<file path="config.mk">
export PLATFORM = sky130hd
export DESIGN_NAME = mem_dma_engine_flat
export DESIGN_NICKNAME = d
export VERILOG_FILES = /design/src/rtl/mem_dma_engine_if.sv /design/src/rtl/mem_dma_engine.sv /design/src/flat_wrapper.sv
export SDC_FILE = /design/constraint.sdc
export NUM_CORES = 1
export LEC_CHECK = 0
export CAP_MARGIN = 5
export CORE_UTILIZATION = 35
export CTS_CLUSTER_SIZE = 28
export DETAILED_ROUTE_END_ITERATION = 8
export HOLD_SLACK_MARGIN = 0.02
export PLACE_DENSITY = 0.59
export SETUP_SLACK_MARGIN = 0.15
export SLEW_MARGIN = 40
export SYNTH_ARGS = -nofsm -noshare
export SYNTH_HDL_FRONTEND = slang
export SYNTH_SLANG_ARGS = --single-unit
</file>
<file path="constraint.sdc">
create_clock -name clk -period 5.52 [get_ports clk]
set_clock_uncertainty 0.15 [all_clocks]
set_input_delay 1.656 -clock clk [delete_from_list [all_inputs] [get_ports clk]]
set_output_delay 1.656 -clock clk [all_outputs]
set_load 0.01 [all_outputs]
</file>
<file path="src/rtl/mem_dma_engine_if.sv">
// mem_dma_engine_if: data-memory bus between the DMA engine (master) and the dual-read-port memory (slave)
interface mem_dma_engine_if #(parameter int N = 32, parameter int AW = 5);
  logic [AW-1:0] mem_addr;
  logic [AW-1:0] mem_addr2;
  logic [N-1:0]  mem_wdata;
  logic          mem_read;
  logic          mem_write;
  logic [N-1:0]  mem_rdata;
  logic [N-1:0]  mem_rdata2;
  modport master (
    output mem_addr, mem_addr2, mem_wdata, mem_read, mem_write,
    input  mem_rdata, mem_rdata2
  );
  modport slave (
    input  mem_addr, mem_addr2, mem_wdata, mem_read, mem_write,
    output mem_rdata, mem_rdata2
  );
endinterface

</file>
<file path="src/rtl/mem_dma_engine.sv">
// mem_dma_engine: sequences block COPY, FILL and SUM commands against the dual-read-port data memory
module mem_dma_engine #(
  parameter int N  = 32,
  parameter int AW = 5
) (
  input  logic          clk,
  input  logic          rst,
  input  logic          start,
  input  logic [1:0]    op,
  input  logic [AW-1:0] src,
  input  logic [AW-1:0] dst,
  input  logic [AW:0]   len,
  input  logic [N-1:0]  fill_val,
  output logic          busy,
  output logic          done,
  output logic [N-1:0]  result,
  mem_dma_engine_if.master mem
);
  typedef enum logic [2:0] {IDLE, RD, WR, SUMRD, FIN} state_t;
  localparam logic [1:0]    OP_COPY = 2'b00;
  localparam logic [1:0]    OP_FILL = 2'b01;
  localparam logic [1:0]    OP_SUM  = 2'b10;
  localparam logic [1:0]    OP_RSV  = 2'b11;
  localparam logic [AW:0]   ONE     = 1;
  localparam logic [AW:0]   TWO     = 2;
  localparam logic [AW-1:0] A1      = 1;
  state_t        state_q, state_d;
  logic [1:0]    op_q, op_d;
  logic [AW-1:0] src_q, src_d, dst_q, dst_d;
  logic [AW:0]   len_q, len_d, i_q, i_d;
  logic [N-1:0]  fill_q, fill_d, acc_q, acc_d;
  logic          busy_q, busy_d, done_q, done_d;
  logic [N-1:0]  result_q, result_d;
  logic [AW-1:0] addr_q, addr_d, addr2_q, addr2_d;
  logic [N-1:0]  wdata_q, wdata_d;
  logic          read_q, read_d, write_q, write_d;
  logic [AW:0]   i_n1, i_n2, rem;
  logic [N-1:0]  add;
  assign busy          = busy_q;
  assign done          = done_q;
  assign result        = result_q;
  assign mem.mem_addr  = addr_q;
  assign mem.mem_addr2 = addr2_q;
  assign mem.mem_wdata = wdata_q;
  assign mem.mem_read  = read_q;
  assign mem.mem_write = write_q;
  always_comb begin
    state_d  = state_q;
    op_d     = op_q;
    src_d    = src_q;
    dst_d    = dst_q;
    len_d    = len_q;
    fill_d   = fill_q;
    i_d      = i_q;
    acc_d    = acc_q;
    busy_d   = busy_q;
    done_d   = 1'b0;
    result_d = result_q;
    addr_d   = addr_q;
    addr2_d  = addr2_q;
    wdata_d  = wdata_q;
    read_d   = read_q;
    write_d  = write_q;
    i_n1     = i_q + ONE;
    i_n2     = i_q + TWO;
    rem      = len_q - i_q;
    // a lone trailing word of an odd-length SUM ignores the second read port
    add      = mem.mem_rdata + (rem == ONE ? '0 : mem.mem_rdata2);
    case (state_q)
      IDLE: if (start) begin
        op_d   = op;
        src_d  = src;
        dst_d  = dst;
        len_d  = len;
        fill_d = fill_val;
        i_d    = '0;
        acc_d  = '0;
        if (len == '0 || op == OP_RSV) begin
          state_d  = FIN;
          done_d   = 1'b1;
          result_d = op == OP_SUM ? '0 : result_q;
        end else begin
          state_d = op == OP_COPY ? RD : op == OP_FILL ? WR : SUMRD;
          busy_d  = 1'b1;
          read_d  = op != OP_FILL;
          write_d = op == OP_FILL;
          addr_d  = op == OP_FILL ? dst : src;
          addr2_d = op == OP_SUM ? src + A1 : '0;
          wdata_d = op == OP_FILL ? fill_val : wdata_q;
        end
      end
      RD: begin
        state_d = WR;
        read_d  = 1'b0;
        write_d = 1'b1;
        wdata_d = mem.mem_rdata;
        addr_d  = dst_q + i_q[AW-1:0];
      end
      WR: begin
        i_d = i_n1;
        if (i_n1 == len_q) begin
          state_d = FIN;
          write_d = 1'b0;
          busy_d  = 1'b0;
          done_d  = 1'b1;
        end else begin
          state_d = op_q == OP_COPY ? RD : WR;
          read_d  = op_q == OP_COPY;
          write_d = op_q != OP_COPY;
          addr_d  = op_q == OP_COPY ? src_q + i_n1[AW-1:0] : dst_q + i_n1[AW-1:0];
        end
      end
      SUMRD: begin
        acc_d = acc_q + add;
        i_d   = i_n2;
        if (rem <= TWO) begin
          state_d  = FIN;
          read_d   = 1'b0;
          addr2_d  = '0;
          busy_d   = 1'b0;
          done_d   = 1'b1;
          result_d = acc_q + add;
        end else begin
          addr_d  = src_q + i_n2[AW-1:0];
          addr2_d = src_q + i_n2[AW-1:0] + A1;
        end
      end
      FIN:     state_d = IDLE;
      default: state_d = IDLE;
    endcase
  end
  always_ff @(posedge clk) begin
    if (rst) begin
      state_q  <= IDLE;
      op_q     <= '0;
      src_q    <= '0;
      dst_q    <= '0;
      len_q    <= '0;
      fill_q   <= '0;
      i_q      <= '0;
      acc_q    <= '0;
      busy_q   <= 1'b0;
      done_q   <= 1'b0;
      result_q <= '0;
      addr_q   <= '0;
      addr2_q  <= '0;
      wdata_q  <= '0;
      read_q   <= 1'b0;
      write_q  <= 1'b0;
    end else begin
      state_q  <= state_d;
      op_q     <= op_d;
      src_q    <= src_d;
      dst_q    <= dst_d;
      len_q    <= len_d;
      fill_q   <= fill_d;
      i_q      <= i_d;
      acc_q    <= acc_d;
      busy_q   <= busy_d;
      done_q   <= done_d;
      result_q <= result_d;
      addr_q   <= addr_d;
      addr2_q  <= addr2_d;
      wdata_q  <= wdata_d;
      read_q   <= read_d;
      write_q  <= write_d;
    end
  end
endmodule

</file>
<file path="src/flat_wrapper.sv">
// flat-port wrapper written by rule: the top's interface ports become plain ports
module mem_dma_engine_flat 
#(
  parameter int N  = 32,
  parameter int AW = 5
)
  (clk, rst, start, op, src, dst, len, fill_val, busy, done, result, mem_mem_addr, mem_mem_addr2, mem_mem_wdata, mem_mem_read, mem_mem_write, mem_mem_rdata, mem_mem_rdata2);
  mem_dma_engine_if #(.N(N), .AW(AW)) mem_i ();
  input  logic clk;
  input  logic rst;
  input  logic start;
  input  logic [1:0] op;
  input  logic [AW-1:0] src;
  input  logic [AW-1:0] dst;
  input  logic [AW:0] len;
  input  logic [N-1:0] fill_val;
  output logic busy;
  output logic done;
  output logic [N-1:0] result;
  output wire logic [$bits(mem_i.mem_addr)-1:0] mem_mem_addr;
  output wire logic [$bits(mem_i.mem_addr2)-1:0] mem_mem_addr2;
  output wire logic [$bits(mem_i.mem_wdata)-1:0] mem_mem_wdata;
  output wire logic [$bits(mem_i.mem_read)-1:0] mem_mem_read;
  output wire logic [$bits(mem_i.mem_write)-1:0] mem_mem_write;
  input wire logic [$bits(mem_i.mem_rdata)-1:0] mem_mem_rdata;
  input wire logic [$bits(mem_i.mem_rdata2)-1:0] mem_mem_rdata2;
  assign mem_mem_addr = mem_i.mem_addr;
  assign mem_mem_addr2 = mem_i.mem_addr2;
  assign mem_mem_wdata = mem_i.mem_wdata;
  assign mem_mem_read = mem_i.mem_read;
  assign mem_mem_write = mem_i.mem_write;
  assign mem_i.mem_rdata = mem_mem_rdata;
  assign mem_i.mem_rdata2 = mem_mem_rdata2;
  mem_dma_engine #(.N(N), .AW(AW)) u_core (.clk(clk), .rst(rst), .start(start), .op(op), .src(src), .dst(dst), .len(len), .fill_val(fill_val), .busy(busy), .done(done), .result(result), .mem(mem_i));
endmodule
</file>
==> results.md <==
* Yosys cell types at 64
* CTS tree: done
* Post-synthesis mux area share at 0.0565
* XOR/XNOR Fraction of Synth Area at 0.0592
* Worst hold slack at 306 ps
* RSZ-0062 raised after global routing: yes
* Crit Path Class: reg2reg
* Core utilization of the finished layout at 0.477
* Longest Clk Path Bufs at 2
* Die width at 162 um
* Layout cells sized above 1 at 0.0750
* Via count at 8263
* Reg area at 0.00274 mm^2
* Initial DRT Pass Iterations at 4
* Core area at 0.0252 mm^2
* Routed Antenna Nets at 0
* CP Capture Type: flop
* Net Sw Frac at 0.368
* Most frequent cells in the layout: clkdlybuf4s50_1, dfxtp_1, nor2_1, nand2_1, a21oi_1
* Hold Buf Count CTS at 0
* Slew Limit Fails at 0
* Crit-path slowest cell: fa_1
* Worst Slack Setup Final at 403 ps
* Largest family of logic cells by synthesized area: compound AO/OA/AOI/OAI gates
* Crit-path max FO at 10
* H-tree depth at 4
* DP Area at 0.0113 mm^2
* GRT Overall Usage at 0.215
* Hold Path Sink: u_core.result[19]
* Via density at 5.31
* CTS Buf Count at 17
* Lkg Pwr at 4.71 nW
* First-pass GRT wire length at 43.8 mm
* Combinational share of power at 0.401
* Tmin final at 5120 ps
* Syn Area/Cell at 8.67 um^2
* Number of synthesized flops with an enable pin at 0
* CP Data Required Time at 5740 ps
* Max_cap viols at 0
* Nets@finish at 1418
* DRT iter0 DRCs at 585
* Pre-CTS setup slack at 120 ps
* Final setup violation count at 0
* Post-synth net total at 1238
* Hold Path Depth at 2
* Vias in the first global route at 8085
* Diodes inserted at 0
* Bufs and invs on worst path at 3
* Fmax at 0.195 GHz
* Most common cell after layout, fill and taps aside: clkdlybuf4s50_1
* Cells after Synth at 1034
* Compound-Gate Fraction of Synth Area at 0.219
* Initial antenna violation count at 0
* Rel. slew slack at 0.490
* Clock-pin transition on the worst setup and hold timing paths at 60 ps
* CTS root buffer: clkbuf_16
* Worst R2R Start: u_core.len_q[0]
* Status: finished, final reports clean
* Largest net degree at the start of global routing at 59
* Final hold vios at 0
* Dpl hpwl at 20.8 mm
* Post-synth ARST share at 0
* Gpl congestion at 0.881
* Yosys reg bits at 137
* DRC Markers at 0
* Final Instance Area at 0.0120 mm^2
* Multi-input gate area in the final layout at 0.00599 mm^2
* Clock Latency Late Sink at 430 ps
* Int Power at 2.48 mW
* Total number of yosys warnings at 0
* Area grow syn2layout at 34.1%
* CP startpoint: u_core.len_q[0]
* Wirelength per Cell at 17.9 um
* DIE AREA at 0.0263 mm^2
* Worst path top cell family by delay: compound AO/OA/AOI/OAI gates
* Switch Pwr at 1.44 mW
* Cell Area, Synth at 0.00896 mm^2
* Port buffer count at 194
* Initial Util at 0.356
* R2R Path End: u_core.result[28]
* Seq pwr share at 0.296
* Clock network fraction of total power at 0.303
* Tightest Pin Transition at 763 ps
* # IOs at 195
* Hold Path Class: reg2reg
* GRT Residual Overflow at 0
* Synth Area in Simple Gates at 0.172
* Hold path startpoint: u_core.result[19]
* CP arrival at 5330 ps
* Worst path max stage delay at 490 ps
* Final wirelength at 27.9 mm
* CTS Sinks at 137
* Adder-Cell Fraction of Synth Area at 0.152
* Worst path cell trace: inv_1 > ha_1 > fa_1 > and2b_1 > o21ai_1 > a221oi_2 > o22ai_4 > nor3_4 > buf_12 > buf_12 > nor2b_1 > fa_1 > ha_2 > a2111o_1 > o21ai_0 > nand3b_1 > a21oi_1 > o211ai_1 > a21oi_1 > or4_1 > nand3_1
* Period utilization at 0.927
* Setup TNS at 0 ps
* VDD IR-drop max at 0.000180 V
* Crit start category: flop
* Fillers at 2466
* FF-to-FF setup slack at 400 ps
* Synth Flop Type: dfxtp_1
* Register area share after synthesis at 0.306
* Pwr dens at 326 mW/mm^2
* Cell row count at 58
* Reg2Reg Depth at 21
* Die height at 162 um
==> power by group through the flow <==
stage	Combinational (mW)	Sequential (mW)	Clock (mW)
global route	1.74	1.17	1.25
detailed placement	1.52	1.18	0
CTS	1.54	1.16	1.21
finish	1.57	1.16	1.19
floorplan	0.951	1.20	0
global placement	1.51	1.18	0
==> sequential cells by signal, summed over array words and instances, names as in the netlist, 2 cells and up <==
name / count
u_core.acc_q: 32
u_core.mem.mem_wdata: 32
u_core.result: 32
u_core.i_q: 6
u_core.len_q: 6
u_core.dst_q: 5
u_core.mem.mem_addr2: 5
u_core.mem.mem_addr: 5
u_core.src_q: 5
u_core.state_q: 3
u_core.op_q: 2
==> layout make-up <==
type,count,share of cell area
sequential,137,0.228
clock inverter,14,0.0136
tap,330,0.0344
clock buffer,18,0.0365
timing repair buffer,222,0.182
multi-input combinational,815,0.499
inverter,21,0.00656
==> Yosys cell counts, drive strengths merged (3+ instances only) <==
cell / n / area share
nand2: 94 / 0.039
nand2b: 5 / 0.0035
xor2: 21 / 0.021
mux2: 5 / 0.0063
nor2b: 40 / 0.028
and3: 10 / 0.0070
a211oi: 46 / 0.039
buf: 19 / 0.0092
o211ai: 5 / 0.0042
a211o: 5 / 0.0049
nand3: 37 / 0.021
a22oi: 15 / 0.013
o21a: 5 / 0.0042
and2: 8 / 0.0056
a31oi: 3 / 0.0021
o31ai: 9 / 0.0075
a22o: 15 / 0.015
a31o: 5 / 0.0049
dfxtp: 137 / 0.31
a32o: 4 / 0.0045
o21ai: 41 / 0.023
o22ai: 7 / 0.0056
o221ai: 4 / 0.0039
inv: 21 / 0.0088
fa: 36 / 0.080
xnor2: 29 / 0.028
ha: 51 / 0.071
a21oi: 89 / 0.051
mux2i: 45 / 0.050
a21o: 22 / 0.018
clkbuf: 42 / 0.018
nand4: 4 / 0.0028
nor2: 108 / 0.045
nor3: 13 / 0.0073
a221oi: 5 / 0.0056
==> per-stage QoR <==
step | instances | power, mW
2_1_floorplan | 1034 | 2.15
3_3_place_gp | 1521 | 2.70
3_5_place_dp | 1521 | 2.70
4_1_cts | 1553 | 3.91
5_1_grt | 1557 | 4.17
6_report | 1557 | 3.92
==> how the worst max path moves through the flow <==
stage,end,depth (start not counted)
finish,u_core.result[28],21
global route,u_core.acc_q[17],21
CTS,u_core.acc_q[17],21
detailed placement,u_core.result[31],13
global placement,u_core.result[31],13
floorplan,u_core.acc_q[17],21
==> metal layers <==
metal	up-vias	share of wire	GRT usage
li1	4074	-	-
met1	3938	0.47	0.289
met2	230	0.45	0.345
met3	21	0.063	0.0516
met4	0	0.012	0.0553
met5	-	0	0
==> tightest hold or removal path, stage by stage (launching register included) <==
cell and delay (ps):
dfxtp_1 310, nand2_1 50, a21oi_1 50
==> timing repair <==
| item | CTS | global route |
|---|---|---|
| setup endpoints to repair | 5 | 34 |
| gates resized for setup | 1 | 10 |
| gates cloned | 0 | 0 |
| buffers inserted | 0 | 4 |
| pin swaps | 0 | 7 |
==> cells by family (layout without fill, tap and decap cells) <==
logic type,after synthesis,count (layout)
simple gates,331,331
fa+ha+maj,87,87
compound gates,293,293
buf+inv,82,275
flops,137,137
mux,50,50
xor+xnor,54,54
(Power assumes the default switching activity.)
